`src/rtl/rv_div_if.sv`:
```
// rv_div_if: request / write-back bundle between issue logic, the divide unit
// and the register file write port.
//   start, op, rd_addr, src_a, src_b : request (master -> slave)
//   busy                             : unit occupied (slave -> master)
//   wb_we, wb_addr, wb_data          : register file write port (slave -> master)
interface rv_div_if #(
   parameter int unsigned XLEN = 32
);
   logic             start;
   logic [1:0]       op;
   logic [4:0]       rd_addr;
   logic [XLEN-1:0]  src_a;
   logic [XLEN-1:0]  src_b;
   logic             busy;
   logic             wb_we;
   logic [4:0]       wb_addr;
   logic [XLEN-1:0]  wb_data;

   modport master (
      output start, op, rd_addr, src_a, src_b,
      input  busy, wb_we, wb_addr, wb_data
   );

   modport slave (
      input  start, op, rd_addr, src_a, src_b,
      output busy, wb_we, wb_addr, wb_data
   );
endinterface

```
`src/rtl/rv_div_unit.sv`:
```
// rv_div_unit: multi-cycle RV32M DIV/DIVU/REM/REMU, radix-2 restoring,
// one quotient bit per clock.
//   clk  : system clock, rising edge
//   rst  : synchronous active-high reset
//   bus  : rv_div_if slave (start/op/rd_addr/src_a/src_b in,
//          busy/wb_we/wb_addr/wb_data out, all outputs registered)
module rv_div_unit #(
   parameter int unsigned XLEN = 32
) (
   input  logic     clk,
   input  logic     rst,
   rv_div_if.slave  bus
);
   localparam int unsigned CNT_W = $clog2(XLEN);

   typedef enum logic [1:0] {
      S_IDLE = 2'd0,
      S_CALC = 2'd1,
      S_DONE = 2'd2
   } state_t;

   state_t            state_q, state_d;
   logic [CNT_W-1:0]  cnt_q, cnt_d;
   logic [XLEN-1:0]   quo_q, quo_d;     // dividend shifting out / quotient shifting in
   logic [XLEN-1:0]   rem_q, rem_d;     // partial remainder, or preset result on the fast path
   logic [XLEN-1:0]   dvs_q, dvs_d;     // absolute divisor
   logic              neg_quo_q, neg_quo_d;
   logic              neg_rem_q, neg_rem_d;
   logic              is_rem_q, is_rem_d;
   logic              fast_q, fast_d;
   logic [4:0]        rd_q, rd_d;
   logic              busy_q, busy_d;
   logic              wb_we_q, wb_we_d;
   logic [4:0]        wb_addr_q, wb_addr_d;
   logic [XLEN-1:0]   wb_data_q, wb_data_d;

   logic              is_signed, a_neg, b_neg, div_zero, ovf;
   logic [XLEN-1:0]   a_abs, b_abs;
   logic [XLEN:0]     shifted, diff;
   logic [XLEN-1:0]   quo_step, rem_step, res_fix;

   // State and datapath registers
   always_ff @(posedge clk) begin
      if (rst) begin
         state_q   <= S_IDLE;
         cnt_q     <= '0;
         quo_q     <= '0;
         rem_q     <= '0;
         dvs_q     <= '0;
         neg_quo_q <= 1'b0;
         neg_rem_q <= 1'b0;
         is_rem_q  <= 1'b0;
         fast_q    <= 1'b0;
         rd_q      <= '0;
         busy_q    <= 1'b0;
         wb_we_q   <= 1'b0;
         wb_addr_q <= '0;
         wb_data_q <= '0;
      end else begin
         state_q   <= state_d;
         cnt_q     <= cnt_d;
         quo_q     <= quo_d;
         rem_q     <= rem_d;
         dvs_q     <= dvs_d;
         neg_quo_q <= neg_quo_d;
         neg_rem_q <= neg_rem_d;
         is_rem_q  <= is_rem_d;
         fast_q    <= fast_d;
         rd_q      <= rd_d;
         busy_q    <= busy_d;
         wb_we_q   <= wb_we_d;
         wb_addr_q <= wb_addr_d;
         wb_data_q <= wb_data_d;
      end
   end

   // Next-state, restoring step and write-back
   always_comb begin
      state_d   = state_q;
      cnt_d     = cnt_q;
      quo_d     = quo_q;
      rem_d     = rem_q;
      dvs_d     = dvs_q;
      neg_quo_d = neg_quo_q;
      neg_rem_d = neg_rem_q;
      is_rem_d  = is_rem_q;
      fast_d    = fast_q;
      rd_d      = rd_q;
      busy_d    = busy_q;
      wb_we_d   = 1'b0;
      wb_addr_d = wb_addr_q;
      wb_data_d = wb_data_q;

      // Operand conditioning; |-2^(XLEN-1)| is representable as unsigned
      is_signed = ~bus.op[0];
      a_neg     = is_signed & bus.src_a[XLEN-1];
      b_neg     = is_signed & bus.src_b[XLEN-1];
      a_abs     = a_neg ? XLEN'(-bus.src_a) : bus.src_a;
      b_abs     = b_neg ? XLEN'(-bus.src_b) : bus.src_b;
      div_zero  = (bus.src_b == '0);
      ovf       = is_signed & (bus.src_a == {1'b1, {(XLEN-1){1'b0}}}) & (bus.src_b == '1);

      // One restoring step; diff[XLEN] is the borrow (trial subtract failed)
      shifted = {rem_q, quo_q[XLEN-1]};
      diff    = shifted - {1'b0, dvs_q};
      if (diff[XLEN]) begin
         rem_step = shifted[XLEN-1:0];
         quo_step = {quo_q[XLEN-2:0], 1'b0};
      end else begin
         rem_step = diff[XLEN-1:0];
         quo_step = {quo_q[XLEN-2:0], 1'b1};
      end

      // Sign correction applied to the values produced by the final step
      if (is_rem_q) begin
         res_fix = neg_rem_q ? XLEN'(-rem_step) : rem_step;
      end else begin
         res_fix = neg_quo_q ? XLEN'(-quo_step) : quo_step;
      end

      case (state_q)
         S_IDLE: begin
            if (bus.start) begin
               state_d   = S_CALC;
               busy_d    = 1'b1;
               cnt_d     = '0;
               quo_d     = a_abs;
               dvs_d     = b_abs;
               neg_quo_d = a_neg ^ b_neg;
               neg_rem_d = a_neg;
               is_rem_d  = bus.op[1];
               rd_d      = bus.rd_addr;
               fast_d    = div_zero | ovf;
               // Fast-path result is preset into the remainder register
               if (div_zero) begin
                  rem_d = bus.op[1] ? bus.src_a : '1;
               end else if (ovf) begin
                  rem_d = bus.op[1] ? '0 : bus.src_a;
               end else begin
                  rem_d = '0;
               end
            end
         end
         S_CALC: begin
            if (fast_q) begin
               state_d   = S_DONE;
               wb_we_d   = (rd_q != '0);
               wb_addr_d = rd_q;
               wb_data_d = rem_q;
            end else begin
               quo_d = quo_step;
               rem_d = rem_step;
               cnt_d = cnt_q + CNT_W'(1);
               if (cnt_q == CNT_W'(XLEN - 1)) begin
                  state_d   = S_DONE;
                  wb_we_d   = (rd_q != '0);
                  wb_addr_d = rd_q;
                  wb_data_d = res_fix;
               end
            end
         end
         S_DONE: begin
            state_d = S_IDLE;
            busy_d  = 1'b0;
         end
         default: begin
            state_d = S_IDLE;
            busy_d  = 1'b0;
         end
      endcase
   end

   assign bus.busy    = busy_q;
   assign bus.wb_we   = wb_we_q;
   assign bus.wb_addr = wb_addr_q;
   assign bus.wb_data = wb_data_q;
endmodule

```
`src/flat_wrapper.sv`:
```
// flat-port wrapper written by rule: the top's interface ports become plain ports
module rv_div_unit_flat 
#(
   parameter int unsigned XLEN = 32
)
  (clk, rst, bus_start, bus_op, bus_rd_addr, bus_src_a, bus_src_b, bus_busy, bus_wb_we, bus_wb_addr, bus_wb_data);
  rv_div_if #(.XLEN(XLEN)) bus_i ();
  input  logic clk;
  input  logic rst;
  input wire logic [$bits(bus_i.start)-1:0] bus_start;
  input wire logic [$bits(bus_i.op)-1:0] bus_op;
  input wire logic [$bits(bus_i.rd_addr)-1:0] bus_rd_addr;
  input wire logic [$bits(bus_i.src_a)-1:0] bus_src_a;
  input wire logic [$bits(bus_i.src_b)-1:0] bus_src_b;
  output wire logic [$bits(bus_i.busy)-1:0] bus_busy;
  output wire logic [$bits(bus_i.wb_we)-1:0] bus_wb_we;
  output wire logic [$bits(bus_i.wb_addr)-1:0] bus_wb_addr;
  output wire logic [$bits(bus_i.wb_data)-1:0] bus_wb_data;
  assign bus_i.start = bus_start;
  assign bus_i.op = bus_op;
  assign bus_i.rd_addr = bus_rd_addr;
  assign bus_i.src_a = bus_src_a;
  assign bus_i.src_b = bus_src_b;
  assign bus_busy = bus_i.busy;
  assign bus_wb_we = bus_i.wb_we;
  assign bus_wb_addr = bus_i.wb_addr;
  assign bus_wb_data = bus_i.wb_data;
  rv_div_unit #(.XLEN(XLEN)) u_core (.clk(clk), .rst(rst), .bus(bus_i));
endmodule
```
`config.mk`:
```
export PLATFORM = sky130hd
export DESIGN_NAME = rv_div_unit_flat
export DESIGN_NICKNAME = d
export VERILOG_FILES = /design/src/rtl/rv_div_if.sv /design/src/rtl/rv_div_unit.sv /design/src/flat_wrapper.sv
export SDC_FILE = /design/constraint.sdc
export NUM_CORES = 1
export LEC_CHECK = 0
export ABC_AREA = 0
export CAP_MARGIN = 10
export CORE_MARGIN = 2
export CORE_UTILIZATION = 40
export DETAILED_ROUTE_END_ITERATION = 6
export DONT_BUFFER_PORTS = 1
export GPL_TIMING_DRIVEN = 0
export PLACE_DENSITY = 0.61
export SKIP_CTS_REPAIR_TIMING = 1
export SYNTH_ARGS = -nofsm -noshare
export SYNTH_HDL_FRONTEND = slang
export SYNTH_SLANG_ARGS = --single-unit
```
`constraint.sdc`:
```
create_clock -name clk -period 10 [get_ports clk]
set_input_delay 1.5 -clock clk [delete_from_list [all_inputs] [get_ports clk]]
set_output_delay 1.5 -clock clk [all_outputs]
set_load 0.02 [all_outputs]
```
==> flow_summary.json <==
{
  "worst-setup-path-type": "flop to flop",
  "clock_path_buffers": 2,
  "die_area_sq_mm": 0.0317,
  "grt_pass1_vias": 12500,
  "drt-wirelength-per-cell_um": 24.0,
  "maxSlewHeadroom": 0.195,
  "ys.flop_type": "dfxtp_1",
  "r2r-start": "u_core.quo_q[31]",
  "drtAntennaViolNets": 0,
  "drv_cap": 0,
  "initial_core_util": 0.408,
  "post-route-drc-count": 0,
  "setup_violations": 0,
  "hold_viol": 0,
  "syn-cell-area_sq_mm": 0.0121,
  "period_needed_ns": 6.46,
  "synth_seq_cells": 151,
  "antenna_found_initial": 0,
  "crit_path_end_kind": "flop",
  "final_net_count": 1819,
  "die_w_um": 178,
  "cts_tree": "built",
  "grt_use_total": 0.320,
  "area_delta_synth_final_pct": 9.27,
  "drive_above_1_share": 0.0442,
  "reg2reg_to": "u_core.bus.wb_data[22]",
  "synth-edff-count": 0,
  "power_density_mw_per_mm2": 207,
  "min_from": "u_core.dvs_q[31]",
  "critical_path.max_fanout": 10,
  "clkTransAtPathRegs_ns": 0.07,
  "synth_cell_type_count": 87,
  "hold_depth": 2,
  "viasPerCell": 6.32,
  "drt_wl_total_um": 50600,
  "coreArea_sq_mm": 0.0297,
  "io_buffers": 0,
  "hp-class": "flop to flop",
  "io_pins": 113,
  "clk_root_buffer_cell": "clkbuf_16",
  "die_y_um": 178,
  "htreeDepth": 4,
  "drt-initial-drc-count": 1645,
  "async_reset_ff_frac": 0,
  "final_cell_mix": "242 x nor2_1, 155 x a21oi_1, 151 x dfxtp_1",
  "grt-ovfl-total": 0,
  "firstDrtPassIters": 5,
  "rsz0062_at_grt": "no",
  "cts_inserted_buffers": 17,
  "route.vias.total": 13300,
  "drv_slew": 0,
  "fin_skew_ns": 0.0136,
  "timing.final.crit_share": 0.646,
  "critical_path_required_ns": 10.29,
  "antenna_cells": 0,
  "dp_hpwl_um": 40100,
  "cts.sinks": 151,
  "avgSynthCellArea_sq_um": 7.19,
  "crit_slowest_cell": "clkbuf_1",
  "status": "finished, final reports clean",
  "rrSetupSlack_ns": 3.54,
  "ys_seq_area_frac": 0.249,
  "leakage_nw": 4.68,
  "clock_latency_ns": 0.45,
  "vdd_drop_max_v": 0.000124,
  "grt_pass1_wl_um": 75700,
  "worst_pin_slew_ns": 1.20,
  "slowest_delay_ns": 0.47,
  "timing.fmax_mhz": 155,
  "synthesis.nets": 1800,
  "fin_util": 0.446,
  "min_to": "u_core.dvs_q[31]",
  "rr_worst_depth": 25,
  "syn_inst": 1686,
  "grt_max_degree": 17,
  "cp-start-kind": "flop",
  "rows": 63,
  "ys_warn_count": 0,
  "place_congestion": 0.980,
  "tns_ns": 0,
  "final_common_cell": "nor2_1",
  "cp.arrival_ns": 6.74
}
## cells in the mapped netlist, types with 17 or more instances
cell type / instances / area share
a211oi_1: 76 / 0.047
a21oi_1: 155 / 0.064
a31oi_1: 17 / 0.0088
clkbuf_1: 96 / 0.030
dfxtp_1: 151 / 0.25
ha_1: 39 / 0.040
inv_1: 55 / 0.017
mux2i_1: 31 / 0.026
nand2_1: 139 / 0.043
nand4_1: 19 / 0.0098
nor2_1: 242 / 0.075
nor3_1: 53 / 0.022
o211ai_1: 34 / 0.021
o21ai_0: 120 / 0.050
o31ai_1: 29 / 0.018
or3_1: 25 / 0.013
xnor2_1: 62 / 0.045
xor2_1: 56 / 0.040
## worst max path at each step
stage                                 from                endpoint
after floorplan           u_core.rem_q[13]  u_core.bus.wb_data[28]
after global placement    u_core.quo_q[31]  u_core.bus.wb_data[22]
after detailed placement  u_core.quo_q[31]  u_core.bus.wb_data[22]
after CTS                 u_core.quo_q[31]  u_core.bus.wb_data[22]
after global routing      u_core.dvs_q[26]  u_core.bus.wb_data[22]
final                     u_core.quo_q[31]  u_core.bus.wb_data[22]
## area by class of cell
cell class,count,area (sq um)
clock inverters,13,193
plain buffers,116,477
flip-flops and latches,151,3020
well taps,390,488
fillers,3115,16500
multi-input cells,1363,8410
clock buffers,19,443
inverters,56,210
## where the power goes
| part | internal, W | switching [W] |
|---|---|---|
| Sequential | 0.000653 | 0.0000796 |
| Clock | 0.000429 | 0.000300 |
| Combinational | 0.000443 | 0.000833 |
| Total | 0.00152 | 0.00121 |
## through the flow
step           std cells  cell area [sq um]  total power [W]  setup slack [ns]  hold WS [ns]
3_3_place_gp        2076              12600          0.00197              3.71         0.447
6_report            2108              13200          0.00274              3.54         0.471
2_1_floorplan       1686              12100          0.00162              4.91         0.432
5_1_grt             2108              13200          0.00288              3.03         0.477
4_1_cts             2108              13200          0.00270              3.65         0.469
3_5_place_dp        2076              12600          0.00197              3.68         0.459
## registers in the layout, summed over array words and instances, names as in the netlist, 2 cells and up
register	cells
u_core.bus.wb_data	32
u_core.dvs_q	32
u_core.quo_q	32
u_core.rem_q	32
u_core.bus.wb_addr	5
u_core.cnt_q	5
u_core.rd_q	5
u_core.state_q	2
## per-layer routing
layer	routed length, um	global-route usage
met4	2580	0.155
met3	4900	0.0742
met2	22000	0.491
met5	0	0
met1	21200	0.422
## logic make-up after synthesis
family | synth area share
AND/OR/NAND/NOR | 0.235
XOR/XNOR | 0.0853
multiplexers | 0.0312
adder cells (fa/ha/maj) | 0.0419
flip-flops | 0.249
AO/OA/AOI/OAI | 0.301
buffers and inverters | 0.0567
## critical path, delay by kind of cell (launching register included)
kind / cells / cell delay [ns]
compound gates: 7 / 1.83
simple gates: 7 / 1.40
buf+inv: 6 / 1.20
fa+ha+maj: 3 / 0.92
flops: 1 / 0.39
mux: 1 / 0.31
xor+xnor: 1 / 0.22
(Power assumes the default switching activity.)
